[config.mk]
export PLATFORM = sky130hd
export DESIGN_NAME = sbp_stage_mem_arbiter
export DESIGN_NICKNAME = d
export VERILOG_FILES = /design/src/rtl/sbp_stage_mem_arbiter.sv
export SDC_FILE = /design/constraint.sdc
export NUM_CORES = 1
export LEC_CHECK = 0
export ABC_AREA = 1
export CORE_AREA = 2 2 139 141
export CTS_CLUSTER_DIAMETER = 120
export CTS_CLUSTER_SIZE = 40
export DETAILED_ROUTE_END_ITERATION = 6
export DIE_AREA = 0 0 141 143
export GPL_TIMING_DRIVEN = 1
export PLACE_DENSITY = 0.7
export SYNTH_ARGS = -nofsm -noshare
export SYNTH_HDL_FRONTEND = slang
export SYNTH_SLANG_ARGS = --single-unit
[constraint.sdc]
create_clock -name clk -period 1.2 [get_ports clk]
set_input_delay 0.18 -clock clk [delete_from_list [all_inputs] [get_ports clk]]
set_output_delay 0.18 -clock clk [all_outputs]
set_load 0.02 [all_outputs]
[src/rtl/sbp_stage_mem_arbiter.sv]
// Port-A arbiter for a lookup-stage BRAM: lookup reads always win,
// host writes/read-backs use idle cycles, with starvation flagging.
module sbp_stage_mem_arbiter #(
    parameter int ADDR_BITS = 11,
    parameter int DATA_BITS = 64,
    parameter int WAIT_BITS = 8,
    parameter int MAX_WAIT  = 255
) (
    input  logic                 clk,
    input  logic                 rst,
    input  logic                 lk_read_i,
    input  logic [ADDR_BITS-1:0] lk_addr_i,
    output logic [DATA_BITS-1:0] lk_data_o,
    input  logic                 host_valid_i,
    output logic                 host_ready_o,
    input  logic                 host_write_i,
    input  logic [ADDR_BITS-1:0] host_addr_i,
    input  logic [DATA_BITS-1:0] host_wdata_i,
    output logic                 host_rvalid_o,
    output logic [DATA_BITS-1:0] host_rdata_o,
    output logic                 starved_o,
    output logic                 mem_wr_o,
    output logic [ADDR_BITS-1:0] mem_addr_o,
    output logic [DATA_BITS-1:0] mem_din_o,
    input  logic [DATA_BITS-1:0] mem_dout_i
);

    typedef enum logic [1:0] {
        IDLE    = 2'd0,
        RD_WAIT = 2'd1,
        RD_RESP = 2'd2
    } state_t;

    localparam logic [WAIT_BITS-1:0] WAIT_MAX = WAIT_BITS'(MAX_WAIT);

    state_t               state;
    state_t               state_nxt;
    logic                 accept;
    logic [WAIT_BITS-1:0] wait_cnt;
    logic [WAIT_BITS-1:0] wait_nxt;

    // Ready is gated by reset so nothing reaches the RAM while rst is low.
    assign host_ready_o = rst && (state == IDLE) && !lk_read_i;
    assign accept       = host_valid_i && host_ready_o;

    assign mem_wr_o   = accept && host_write_i;
    assign mem_addr_o = accept ? host_addr_i : lk_addr_i;
    assign mem_din_o  = host_wdata_i;
    assign lk_data_o  = mem_dout_i;

    always_comb begin
        state_nxt = state;
        unique case (state)
            IDLE: begin
                if (accept && !host_write_i) begin
                    state_nxt = RD_WAIT;
                end
            end
            RD_WAIT: state_nxt = RD_RESP;
            RD_RESP: state_nxt = IDLE;
            default: state_nxt = IDLE;
        endcase
    end

    always_comb begin
        wait_nxt = wait_cnt;
        if (accept) begin
            wait_nxt = '0;
        end else if (host_valid_i && (wait_cnt != WAIT_MAX)) begin
            wait_nxt = wait_cnt + WAIT_BITS'(1);
        end
    end

    always_ff @(posedge clk or negedge rst) begin
        if (!rst) begin
            state         <= IDLE;
            wait_cnt      <= '0;
            starved_o     <= 1'b0;
            host_rvalid_o <= 1'b0;
            host_rdata_o  <= '0;
        end else begin
            state         <= state_nxt;
            wait_cnt      <= wait_nxt;
            starved_o     <= (wait_nxt == WAIT_MAX);
            host_rvalid_o <= (state == RD_WAIT);
            if (state == RD_WAIT) begin
                host_rdata_o <= mem_dout_i;
            end
        end
    end

endmodule

# Yosys cells after proc, flatten, opt, wreduce, memory -nomap -nowiden
# Cells that the tools add are included.
[totals]
input_bits = 155
register_bits = 76
[op_classes]
muxes = 5
n_eq_ne = 4
reduce_logical = 9
addsub = 1
[ops]
columns = ["op", "count"]
rows = [
  ["$mux W8", 2],
  ["$mux W11", 1],
  ["$add A8 B1 Y8 const B", 1],
  ["$eq A8 B8 Y1 const B", 1],
  ["$ne A8 B8 Y1 const B", 1],
  ["$logic_and A1 B1 Y1", 6],
  ["$pmux W2 S2", 1],
  ["$eq A2 B1 Y1 const B", 1],
  ["$logic_not A1 Y1", 2],
  ["$logic_not A2 Y1", 1],
  ["$mux W2", 1],
  ["$ne A2 B1 Y1 const B", 1],
]

# Logic depth before layout (Yosys ltp)
[logic_depth]
ltp_word = 7
ltp_mapped = 10
ltp_nobuf = 10

# Worst setup path before layout
# OpenSTA, ideal clock, no wires.
[synth_timing]
path_type = "register to output"
from = "register state[1]"
to = "output mem_wr_o"
slack_ns = -0.335
required_ns = 1.020
t_arrival_ns = 1.355
path_stages_with_launch = 7
path_cell_list = "dfrtp_1 > nor2_1 > nand2_1 > inv_1 > nand2_2 > clkbuf_1 > nor2_1"
[synth_via]
elab_chain_len = 5
[synth_lines]
columns = ["element", "line", "rtl"]
rows = [
  ["from (decl)", "36", "state_t state;"],
  ["from (signal assigned)", "82", "state <= state_nxt;"],
  ["$logic_not A2 Y1", "43", "assign host_ready_o = rst && (state == IDLE) && !lk_read_i;"],
  ["$logic_and A1 B1 Y1 (2 in a row)", "43", ""],
  ["net host_ready_o", "15", "output logic host_ready_o,"],
  ["$logic_and A1 B1 Y1", "44", "assign accept = host_valid_i && host_ready_o;"],
  ["$logic_and A1 B1 Y1", "46", "assign mem_wr_o = accept && host_write_i;"],
  ["to (decl)", "22", "output logic mem_wr_o,"],
]
# The timed path passes the listed nets, and every way through them passes these cells.

# Worst setup path after layout
[layout_timing]
from = "register state[0]"
to = "output mem_addr_o[5]"
[layout_via]
elab_chain_len = 5
[layout_lines]
columns = ["element", "line", "rtl"]
rows = [
  ["$logic_not A2 Y1", "43", ""],
  ["$logic_and A1 B1 Y1 (2 in a row)", "43", ""],
  ["$logic_and A1 B1 Y1", "44", ""],
  ["$mux W11", "47", "assign mem_addr_o = accept ? host_addr_i : lk_addr_i;"],
  ["to (decl)", "23", "output logic [ADDR_BITS-1:0] mem_addr_o,"],
]
# No other way between the ends.

==> summary.md <==
| Metric | Value |
|---|---|
| CP max stage cell | dfrtp_1 |
| Data arrival, critical path | 1.43 ns |
| Initial antenna violation count | 0 |
| Hold slack | -0.0961 ns |
| CP peak stage delay | 0.39 ns |
| CP startpoint kind | flip-flop |
| Net Sw Power | 3.18 mW |
| Initial DRC count | 46 |
| Max-cap viol count | 0 |
| Clk_lat worst skew | 0.34 ns |
| Most used cell, CP | nand2_2 |
| DP HPWL | 8.71 mm |
| Final TNS setup | -10.48 ns |
| Layout net count | 875 |
| Synth Warn # | 0 |
| Unrepaired setup endpoints after global routing | true |
| CTS max path bufs | 2 |
| Detailed Routing Iterations Pass 1 | 4 |
| Max Slew Vio Count | 0 |
| FP Rows | 50 |
| Final worst path period share | 134% |
| Routed length per instance | 14.0 um |
| Crit Path Category | reg -> out |
| First-pass GRT wire length | 20.2 mm |
| Buf/Inv on CP | 2 |
| Sequential fraction of the synthesis area | 45.5% |
| Worst hold path class | in -> async |
| Worst Setup Slack, final | -0.407 ns |
| Violated checks | hold timing, setup timing |
| Asr flop ratio synth | 100% |
| Drt drc | 0 |
| Die Wd | 141 um |
| CP cell instances | nor2_2, nand2_2, nor2_4, buf_12, nand2_1, nand2_2, buf_6 |
| CP endpoint kind | output pin |
| Top cells by area, synth | dfrtp_1, buf_4, nand2_1 |
| Max VDD drop | 610 uV |
| Synth Cell Area | 4180 um2 |
| Die ar. | 20,200 um2 |
| Layout cells sized above 1 | 32.7% |
| Layout Utilization | 38.0% |
| Gr usage total | 13.2% |
| Worst R2R Path Depth | 9 |
| Post-synth EDFFs | 0 |
| Worst Tran Pin Value | 0.529 ns |
| # clock sinks | 76 |
| N_diodes | 0 |
| Total power | 9.27 mW |
| Commonest cells post-synth | nand2_1, buf_4, dfrtp_1, inv_1, nor2_1 |
| Core Area | 18,600 um2 |
| Final WL | 13.4 mm |
| Post-synth top flop | dfrtp_1 |
| Fin. Hold Viols | 25 |
| Largest net degree at the start of global routing | 41 |
| GPL Wtd Cong | 0.755 |
| Antenna Nets Post-Route | 0 |
| CTS tree | built |
| Netlist cell types | 19 |
| Internal cell power | 6.09 mW |
| Post-synth top area share | 45.5% |
| Seq cells post-synth | 76 |
| Clock skew | 0.00815 ns |
| Slew margin rel. | 64.7% |
| Root Driver | clkbuf_16 |
| Reg clk slew, reported paths | 0.06 ns |
| Starting Density | 22.5% |
| Syn Nets | 687 |
| H-tree depth | 3 |
| Top-count cell post-synth | nand2_1 |
| Status | complete, but fails checks |
| Syn avg cell area | 7.87 um2 |
| Yosys top cell by area | dfrtp_1 |
| Vias in the first global route | 3,905 |
| Clock power frac | 27.6% |
| Area Overhead vs Synth | 69.1% |
| Port Buf Inserts | 233 |
| Final min period | 1.61 ns |
| Largest fanout on the critical path | 11 |
| Seq pwr share | 36.7% |
| Ports | 362 |
| CP required | 1.02 ns |
| Grt ovf | 0 |
| # setup viols final | 85 |
| Leak pwr | 3.57 nW |
| Stages on the worst setup path | 7 |
| Sw Share | 34.3% |
| Cells after synthesis | 531 |
| PwrDens | 1310 nW/um2 |
| Vias per Instance | 3.98 |
| Max Clock Freq | 0.622 GHz |
| Via count | 3,817 |
| Top Family by Delay on Critical Path | simple AND/OR/NAND/NOR gates |
| CTS Buf Count | 9 |
| Logic pwr share | 35.8% |
| Die H | 143 um |
==> path summary, 6_finish.rpt <==
kind / from / to / slack [ns]
max: state[0]$_DFFE_PN0P_ / mem_addr_o[5] / -0.41
min: rst / host_rdata_o[21]$_DFFE_PN0P_ / -0.1
min in group clk: host_wdata_i[42] / mem_din_o[42] / 0.36
min reg2reg: host_rdata_o[47]$_DFFE_PN0P_ / host_rdata_o[47]$_DFFE_PN0P_ / 0.46
max reg2reg: state[0]$_DFFE_PN0P_ / starved_o$_DFF_PN0_ / -0.15
max in group asynchronous: rst / host_rdata_o[4]$_DFFE_PN0P_ / 0.09
==> metrics by stage <==
stage,hold WS [ns],area [um2],cells,setup slack (ns)
6_report,-0.0961,7070,958,-0.407
5_1_grt,-0.0677,7070,958,-0.516
3_5_place_dp,0.337,6360,919,-0.801
3_3_place_gp,0.333,6360,919,-0.795
4_1_cts,-0.0421,7110,956,-0.455
2_1_floorplan,-0.116,4230,531,-0.0697
==> metal layers <==
layer	vias up	share of wire, %	track usage [%]	wire length [um]
li1	1858	-	-	-
met1	1739	41	14.6	5490
met2	194	49	23.0	6570
met3	26	7.7	4.59	1040
met4	0	2.3	5.42	305
met5	-	0	0	0
==> cell type report <==
type                            count  area [um2]
Fill cell                        1916       11500
Timing Repair Buffer              321        3200
Sequential cell                    76        1900
Multi-Input combinational cell    289        1310
Tap cell                          234         293
Clock buffer                       10         239
Inverter                           22        90.1
Clock inverter                      6        40.0
==> layout by cell type (no fill, tap or decap), drive strengths merged <==
cell           count
dlygate4sd2       31
clkbuf            31
dlygate4sd3        1
clkdlybuf4s50     89
a21oi              2
clkinv             2
nor2              21
o21ai              1
inv               22
a21o               1
ha                 1
dfrtp             76
bufbuf             1
buf              117
nand4              2
clkinvlp           4
nand2            251
clkdlybuf4s15     61
nand3             10
==> timing repair <==
action	CTS	global route
gates cloned	9	3
resized for setup	374	78
buffers inserted	12	1
setup endpoints to repair	210	144
hold endpoints to repair	36	11
pin swaps	6	12
==> worst register-to-register path, delay by kind of cell (launching register included) <==
kind                   cells  cell delay (ns)
buffers and inverters      2             0.29
DFF                        1             0.39
and+or+nand+nor            7             0.57
==> state kept, by name (all words and copies together), names as in the netlist <==
signal / cells
wait_cnt: 8
host_rvalid_o: 1
starved_o: 1
state: 2
host_rdata_o: 64
==> logic make-up (layout without fill, tap and decap cells) <==
logic type               after synthesis  count (layout)  share of synthesized area, %
AO/OA/AOI/OAI                          4               4                         0.629
flip-flops                            76              76                          45.5
buffers and inverters                166             359                          26.8
adder cells (fa/ha/maj)                1               1                         0.299
AND/OR/NAND/NOR                      284             284                          26.8
==> power by group through the flow <==
stage,sequential [mW],clock (mW),combinational [mW]
2_1_floorplan,3.99,0,1.32
3_3_place_gp,3.40,0,3.42
3_5_place_dp,3.42,0,3.46
4_1_cts,3.38,2.69,3.37
5_1_grt,3.47,2.79,3.60
6_report,3.40,2.56,3.31
No activity file was read; power rests on OpenSTA's default activity.
